File: config.mk
export PLATFORM = sky130hd
export DESIGN_NAME = axi_write_arbiter
export DESIGN_NICKNAME = d
export VERILOG_FILES = /design/src/rtl/axi_write_arbiter.sv
export SDC_FILE = /design/constraint.sdc
export NUM_CORES = 1
export LEC_CHECK = 0
export CAP_MARGIN = 20
export CELL_PAD_IN_SITES_DETAIL_PLACEMENT = 1
export CELL_PAD_IN_SITES_GLOBAL_PLACEMENT = 1
export CORE_MARGIN = 5
export CORE_UTILIZATION = 28
export DETAILED_ROUTE_END_ITERATION = 10
export GPL_TIMING_DRIVEN = 0
export PLACE_DENSITY_LB_ADDON = 0.08
export SLEW_MARGIN = 40
export SYNTH_ARGS = -nofsm -noshare
export SYNTH_HDL_FRONTEND = slang
export SYNTH_SLANG_ARGS = --single-unit
File: constraint.sdc
create_clock -name ACLK -period 2.95 [get_ports ACLK]
set_clock_uncertainty 0.1 [all_clocks]
set_input_delay 0.295 -clock ACLK [delete_from_list [all_inputs] [get_ports ACLK]]
set_output_delay 0.295 -clock ACLK [all_outputs]
set_load 0.02 [all_outputs]
File: src/rtl/axi_write_arbiter.sv
// Write-path arbiter for M1: walks one transaction through AW, W and B towards S0, S1
// or the built-in default slave, and drives the crossbar phase-select codes.
module axi_write_arbiter #(
    parameter int unsigned ADDR_BITS = 32,
    parameter int unsigned LEN_BITS  = 4
) (
    input  logic                 ACLK,
    input  logic                 ARESET,
    input  logic [ADDR_BITS-1:0] AWADDR_M1,
    input  logic [LEN_BITS-1:0]  AWLEN_M1,
    input  logic                 AWVALID_M1,
    input  logic                 AWREADY_S0,
    input  logic                 AWREADY_S1,
    input  logic                 WVALID_M1,
    input  logic                 WLAST_M1,
    input  logic                 WREADY_S0,
    input  logic                 WREADY_S1,
    input  logic                 BVALID_S0,
    input  logic                 BVALID_S1,
    input  logic                 BREADY_M1,
    output logic [2:0]           AW_state,
    output logic [2:0]           W_state,
    output logic [2:0]           B_state,
    output logic                 DS_AWREADY,
    output logic                 DS_WREADY,
    output logic                 DS_BVALID,
    output logic [1:0]           DS_BRESP,
    output logic                 WLAST_ERR
);

    localparam int unsigned CNT_BITS = LEN_BITS + 1;
    localparam int unsigned SEL_BITS = ADDR_BITS - 16;

    localparam logic [2:0] SEL_NONE = 3'd0;
    localparam logic [2:0] SEL_S0   = 3'd1;
    localparam logic [2:0] SEL_S1   = 3'd2;
    localparam logic [2:0] SEL_DS   = 3'd3;

    localparam logic [1:0] RESP_OKAY   = 2'b00;
    localparam logic [1:0] RESP_DECERR = 2'b11;

    typedef enum logic [3:0] {
        IDLE,
        AW_S0,
        AW_S1,
        AW_DS,
        W_S0,
        W_S1,
        W_DS,
        B_S0,
        B_S1,
        B_DS
    } state_t;

    state_t              r_state;
    state_t              w_next;
    logic [CNT_BITS-1:0] r_beat_cnt;
    logic [LEN_BITS-1:0] r_len;
    logic                r_wlast_err;

    logic [SEL_BITS-1:0] w_sel;
    logic                w_addr_unused;
    logic                w_ds_beat;
    logic                w_len_done;
    logic                w_ds_exit;

    // Only the upper address half selects the target; the low half is routed by the crossbar.
    assign w_sel         = AWADDR_M1[ADDR_BITS-1:16];
    assign w_addr_unused = ^AWADDR_M1[15:0];

    assign w_ds_beat  = (r_state == W_DS) && WVALID_M1;
    assign w_len_done = (r_beat_cnt == CNT_BITS'(r_len));
    assign w_ds_exit  = WLAST_M1 || w_len_done;

    // State register
    always_ff @(posedge ACLK or posedge ARESET) begin
        if (ARESET) begin
            r_state <= IDLE;
        end else begin
            r_state <= w_next;
        end
    end

    // Default-slave burst tracking and sticky WLAST/length disagreement flag
    always_ff @(posedge ACLK or posedge ARESET) begin
        if (ARESET) begin
            r_beat_cnt  <= '0;
            r_len       <= '0;
            r_wlast_err <= 1'b0;
        end else begin
            if ((r_state == AW_DS) && AWVALID_M1) begin
                r_len      <= AWLEN_M1;
                r_beat_cnt <= '0;
            end else if (w_ds_beat && !(&r_beat_cnt)) begin
                r_beat_cnt <= r_beat_cnt + CNT_BITS'(1);
            end
            if (w_ds_beat && (WLAST_M1 != w_len_done)) begin
                r_wlast_err <= 1'b1;
            end
        end
    end

    // Next-state logic
    always_comb begin
        w_next = r_state;
        case (r_state)
            IDLE: begin
                if (AWVALID_M1) begin
                    if (w_sel == '0) begin
                        w_next = AW_S0;
                    end else if (w_sel == SEL_BITS'(1)) begin
                        w_next = AW_S1;
                    end else begin
                        w_next = AW_DS;
                    end
                end
            end
            AW_S0: if (AWVALID_M1 && AWREADY_S0) w_next = W_S0;
            AW_S1: if (AWVALID_M1 && AWREADY_S1) w_next = W_S1;
            AW_DS: if (AWVALID_M1) w_next = W_DS;
            W_S0:  if (WVALID_M1 && WREADY_S0 && WLAST_M1) w_next = B_S0;
            W_S1:  if (WVALID_M1 && WREADY_S1 && WLAST_M1) w_next = B_S1;
            W_DS:  if (WVALID_M1 && w_ds_exit) w_next = B_DS;
            B_S0:  if (BVALID_S0 && BREADY_M1) w_next = IDLE;
            B_S1:  if (BVALID_S1 && BREADY_M1) w_next = IDLE;
            B_DS:  if (BREADY_M1) w_next = IDLE;
            default: w_next = IDLE;
        endcase
    end

    // Phase-select codes and default-slave handshakes are pure state decodes
    always_comb begin
        AW_state   = SEL_NONE;
        W_state    = SEL_NONE;
        B_state    = SEL_NONE;
        DS_AWREADY = 1'b0;
        DS_WREADY  = 1'b0;
        DS_BVALID  = 1'b0;
        DS_BRESP   = RESP_OKAY;
        case (r_state)
            AW_S0: AW_state = SEL_S0;
            AW_S1: AW_state = SEL_S1;
            AW_DS: begin
                AW_state   = SEL_DS;
                DS_AWREADY = 1'b1;
            end
            W_S0:  W_state = SEL_S0;
            W_S1:  W_state = SEL_S1;
            W_DS: begin
                W_state   = SEL_DS;
                DS_WREADY = 1'b1;
            end
            B_S0:  B_state = SEL_S0;
            B_S1:  B_state = SEL_S1;
            B_DS: begin
                B_state   = SEL_DS;
                DS_BVALID = 1'b1;
                DS_BRESP  = RESP_DECERR;
            end
            default: ;
        endcase
    end

    assign WLAST_ERR = r_wlast_err;

endmodule

==> flow_summary.rst <==
.. list-table::
   :header-rows: 1

   * - Metric
     - Value
   * - Number of vias after detailed routing
     - 970
   * - Final worst path period share
     - 0.8752
   * - Area Growth Syn to Fin
     - 51.11%
   * - Number of buffers on the longest clock path
     - 2
   * - Cell Int Power
     - 0.0007191 W
   * - Diode count
     - 0
   * - Sequential fraction of the synthesis area
     - 0.3440
   * - Syn Inst Count
     - 107
   * - Run status
     - complete, no violations
   * - Global-route wire length before repair
     - 4836 um
   * - Number of clock buffers inserted by TritonCTS
     - 3
   * - Warning count from the yosys run
     - 0
   * - Detailed-route DRC error count
     - 0
   * - Depth of the most critical reg-to-reg path
     - 7
   * - Final count of hold timing violations
     - 0
   * - Endpoint of the worst register-to-register path
     - r_state[0]$_DFFE_PP0P_
   * - RSZ-0062 raised after global routing
     - no
   * - Number of nets at the end of the flow
     - 208
   * - Area enclosed by the die boundary
     - 0.004944 mm2
   * - # Post-CTS Setup Buffers
     - 0
   * - Sum Neg Setup Slack
     - 0 ns
   * - Count of flip-flops with a built-in enable after synthesis
     - 0
   * - DRT Pass-1 Iters
     - 4
   * - Kind of end point of the critical path
     - primary output
   * - Actual slew at the worst max-slew pin
     - 0.5399 ns
   * - Req. time, crit path
     - 2.56 ns
   * - Post-Layout Inst Area
     - 0.001539 mm2
   * - Starting density of the core
     - 0.2846
   * - Number of placed cells counting well taps
     - 200
   * - Routability congestion estimate
     - 0.7076
   * - Main flop type after synthesis
     - sky130_fd_sc_hd__dfrtp_1
   * - Reg-to-reg setup timing slack
     - 0.69 ns
   * - I/O Pins
     - 63
   * - Standard-cell rows
     - 22
   * - Data arrival time of the worst path
     - 2.19 ns
   * - FF+latch count, synth
     - 14
   * - Worst hold margin
     - 0.2623 ns
   * - Final period demand of the worst path
     - 2.582 ns
   * - Placement-stage cell area
     - 0.001516 mm2
   * - Count of cells resized by post-cts repair
     - 0
   * - Max capacitance violation total
     - 0
   * - Sinks on Clock Net
     - 14
   * - Syn avg cell area
     - 9.518 um2
   * - Total wire length
     - 2786 um
   * - Fraction of final layout cells sized beyond drive strength 1
     - 0.1484
   * - Static Leakage
     - 0.6432 nW
   * - Share of power burned in combinational logic
     - 0.646
   * - Fraction of power consumed by the clock network
     - 0.084
   * - Worst vdd rail ir drop
     - 0.2724 mV
   * - Buffer type at the clock tree root
     - sky130_fd_sc_hd__clkbuf_4
   * - PD cells
     - 802.1 mW/mm2
   * - Relative contribution of sequential cells to total power
     - 0.270
   * - Fraction of registers with async set or reset after synthesis
     - 1.000
   * - Slew HR
     - 0.6397
   * - CORE AREA
     - 0.003578 mm2
   * - Setup crit start kind
     - register
   * - H-Tree Depth
     - 1
   * - Hold-fix buffers at CTS
     - 0
   * - Global-route congestion overflow total
     - 0
   * - Clock tree from TritonCTS
     - yes
   * - Number of antenna violations at the first check in global routing
     - 0
   * - Final setup fails
     - 0
   * - Count of final max-slew check failures
     - 0
   * - IO Port Bufs
     - 43
   * - Fill cell total of the finished layout
     - 442
   * - Switching power share of the total
     - 0.4175
   * - Switching power
     - 0.0005153 W
   * - Reg-to-Reg Start
     - r_beat_cnt[0]$_DFFE_PP0P_
   * - Number of violations reported at the end of detailed-routing iteration 0
     - 30
   * - Maximum number of pins on one net before global-route repair
     - 15
   * - Maximum frequency from static timing analysis
     - 387.3 MHz
   * - DIE WIDTH
     - 70.31 um
   * - Cell Count, Final, Fillers Out
     - 203
   * - Residual antenna-violating net count after detailed routing
     - 0
   * - Count of unique library cells instantiated by Yosys
     - 40
   * - Vias in the first global route
     - 1103
   * - Detailed-route vias per instance
     - 4.778
   * - Vertical extent of the die
     - 70.31 um
   * - DP Wirelength
     - 2302 um
   * - Clock-pin transition on the worst setup and hold timing paths
     - 0.08 ns
   * - Wirelength per Cell
     - 13.72 um
   * - Worst min-delay path class
     - in2async
   * - Combined area of all synthesized cells
     - 0.001018 mm2
   * - Global Route Usage Sum
     - 0.1202
   * - Latest clock arrival within the worst-skew pair
     - 0.27 ns
   * - Critical path peak fanout
     - 10
   * - Setup Crit Path Kind
     - reg2out
[stage by stage]
step | total power (W) | utilization | setup WS, ns
3_3_place_gp | 0.001131 | 0.4238 | 0.5739
2_1_floorplan | 0.0008840 | - | 0.9414
3_5_place_dp | 0.001149 | 0.4238 | 0.6426
6_report | 0.001234 | 0.4301 | 0.3681
4_1_cts | 0.001261 | 0.4301 | 0.3060
5_1_grt | 0.001340 | 0.4301 | 0.1659
[worst max-delay path, cell delays in order (launching register included)]
cell                              delay, ns
sky130_fd_sc_hd__dfrtp_1               0.32
sky130_fd_sc_hd__buf_2                 0.21
sky130_fd_sc_hd__clkbuf_1              0.37
sky130_fd_sc_hd__xnor2_1               0.16
sky130_fd_sc_hd__nor3_1                0.20
sky130_fd_sc_hd__clkdlybuf4s50_1       0.66
[power by group through the flow]
stage                     Combinational, W  Clock, W  Sequential, W
final                             0.000797  0.000103       0.000334
after detailed placement          0.000811         0       0.000337
after global placement            0.000797         0       0.000334
after CTS                         0.000816  0.000110       0.000335
after floorplan                   0.000553         0       0.000331
after global routing              0.000880  0.000117       0.000343
[state kept, by name (all words and copies together) (netlist names)]
signal and cells:
WLAST_ERR 1, r_beat_cnt 5, r_len 4, r_state 4
[metal layers]
| metal | up-vias | track usage | routed length (um) |
|---|---|---|---|
| met5 | - | 0 | 0 |
| li1 | 471 | - | - |
| met4 | 0 | 0.05745 | 28 |
| met2 | 23 | 0.2069 | 1456 |
| met3 | 2 | 0.02590 | 166 |
| met1 | 474 | 0.1397 | 1136 |
[cells by family (layout without fill, tap and decap cells)]
logic type | count (synthesis) | in the layout | share of synthesized area
AO/OA/AOI/OAI | 18 | 18 | 0.1216
XOR/XNOR | 5 | 5 | 0.04300
adder cells (fa/ha/maj) | 3 | 3 | 0.03686
buffers and inverters | 18 | 64 | 0.1044
flip-flops | 14 | 14 | 0.3440
multiplexers | 5 | 5 | 0.05651
other | 1 | 3 | 0.003682
AND/OR/NAND/NOR | 43 | 43 | 0.2899
[worst max-delay path by stage]
stage | from | endpoint | slack (ns) | cells past startpoint
after floorplan | r_beat_cnt[0]$_DFFE_PP0P_ | r_state[0]$_DFFE_PP0P_ | 0.94 | 7
after global placement | r_state[1]$_DFFE_PP0P_ | W_state[1] | 0.57 | 5
after detailed placement | r_state[1]$_DFFE_PP0P_ | W_state[1] | 0.64 | 5
after CTS | r_state[1]$_DFFE_PP0P_ | W_state[1] | 0.31 | 5
after global routing | r_state[1]$_DFFE_PP0P_ | W_state[1] | 0.17 | 5
final | r_state[1]$_DFFE_PP0P_ | W_state[1] | 0.37 | 5
[cells in the final DEF (no fill, tap or decap), types with 2 or more instances in the layout]
| cell type | Yosys | layout |
|---|---|---|
| sky130_fd_sc_hd__nor3b_1 | 2 | 2 |
| sky130_fd_sc_hd__dfrtp_1 | 14 | 14 |
| sky130_fd_sc_hd__nand3_1 | 3 | 3 |
| sky130_fd_sc_hd__o31ai_1 | 2 | 2 |
| sky130_fd_sc_hd__nor2b_1 | 3 | 3 |
| sky130_fd_sc_hd__nand4_1 | 3 | 3 |
| sky130_fd_sc_hd__nand2_1 | 5 | 5 |
| sky130_fd_sc_hd__and2_1 | 3 | 3 |
| sky130_fd_sc_hd__nor4_1 | 4 | 4 |
| sky130_fd_sc_hd__clkbuf_4 | 0 | 3 |
| sky130_fd_sc_hd__o21ai_0 | 4 | 4 |
| sky130_fd_sc_hd__clkdlybuf4s50_1 | 0 | 43 |
| sky130_fd_sc_hd__nor3b_4 | 4 | 4 |
| sky130_fd_sc_hd__o21ai_1 | 4 | 4 |
| sky130_fd_sc_hd__xnor2_1 | 4 | 4 |
| sky130_fd_sc_hd__conb_1 | 1 | 3 |
| sky130_fd_sc_hd__a21oi_1 | 2 | 2 |
| sky130_fd_sc_hd__nor3_1 | 3 | 3 |
| sky130_fd_sc_hd__inv_1 | 7 | 7 |
| sky130_fd_sc_hd__ha_1 | 3 | 3 |
| sky130_fd_sc_hd__buf_4 | 8 | 8 |
| sky130_fd_sc_hd__mux2i_1 | 2 | 2 |
| sky130_fd_sc_hd__and3_1 | 2 | 2 |
| sky130_fd_sc_hd__nor2_1 | 6 | 6 |
[final cells by class]
cell class | count | area (um2) | area share
multi-input cells | 77 | 569.3 | 0.3699
repair buffers | 43 | 430.4 | 0.2797
flip-flops and latches | 14 | 350.3 | 0.2276
plain buffers | 11 | 80.08 | 0.05203
well taps | 48 | 60.06 | 0.03902
inverters | 7 | 26.28 | 0.01707
clock buffers | 3 | 22.52 | 0.01463
[Yosys cell counts (2+ instances only)]
cell type / count / share of area
sky130_fd_sc_hd__mux2i_1: 2 / 0.020
sky130_fd_sc_hd__and3_1: 2 / 0.012
sky130_fd_sc_hd__nor2b_1: 3 / 0.018
sky130_fd_sc_hd__and2_1: 3 / 0.018
sky130_fd_sc_hd__nor3_1: 3 / 0.015
sky130_fd_sc_hd__inv_1: 7 / 0.026
sky130_fd_sc_hd__nor3b_1: 2 / 0.015
sky130_fd_sc_hd__nand4_1: 3 / 0.018
sky130_fd_sc_hd__ha_1: 3 / 0.037
sky130_fd_sc_hd__a21oi_1: 2 / 0.0098
sky130_fd_sc_hd__o21ai_1: 4 / 0.020
sky130_fd_sc_hd__nor4_1: 4 / 0.025
sky130_fd_sc_hd__o31ai_1: 2 / 0.015
sky130_fd_sc_hd__nor2_1: 6 / 0.022
sky130_fd_sc_hd__buf_4: 8 / 0.059
sky130_fd_sc_hd__nor3b_4: 4 / 0.074
sky130_fd_sc_hd__o21ai_0: 4 / 0.020
sky130_fd_sc_hd__dfrtp_1: 14 / 0.34
sky130_fd_sc_hd__nand3_1: 3 / 0.015
sky130_fd_sc_hd__xnor2_1: 4 / 0.034
sky130_fd_sc_hd__nand2_1: 5 / 0.018
(Power assumes the default switching activity.)
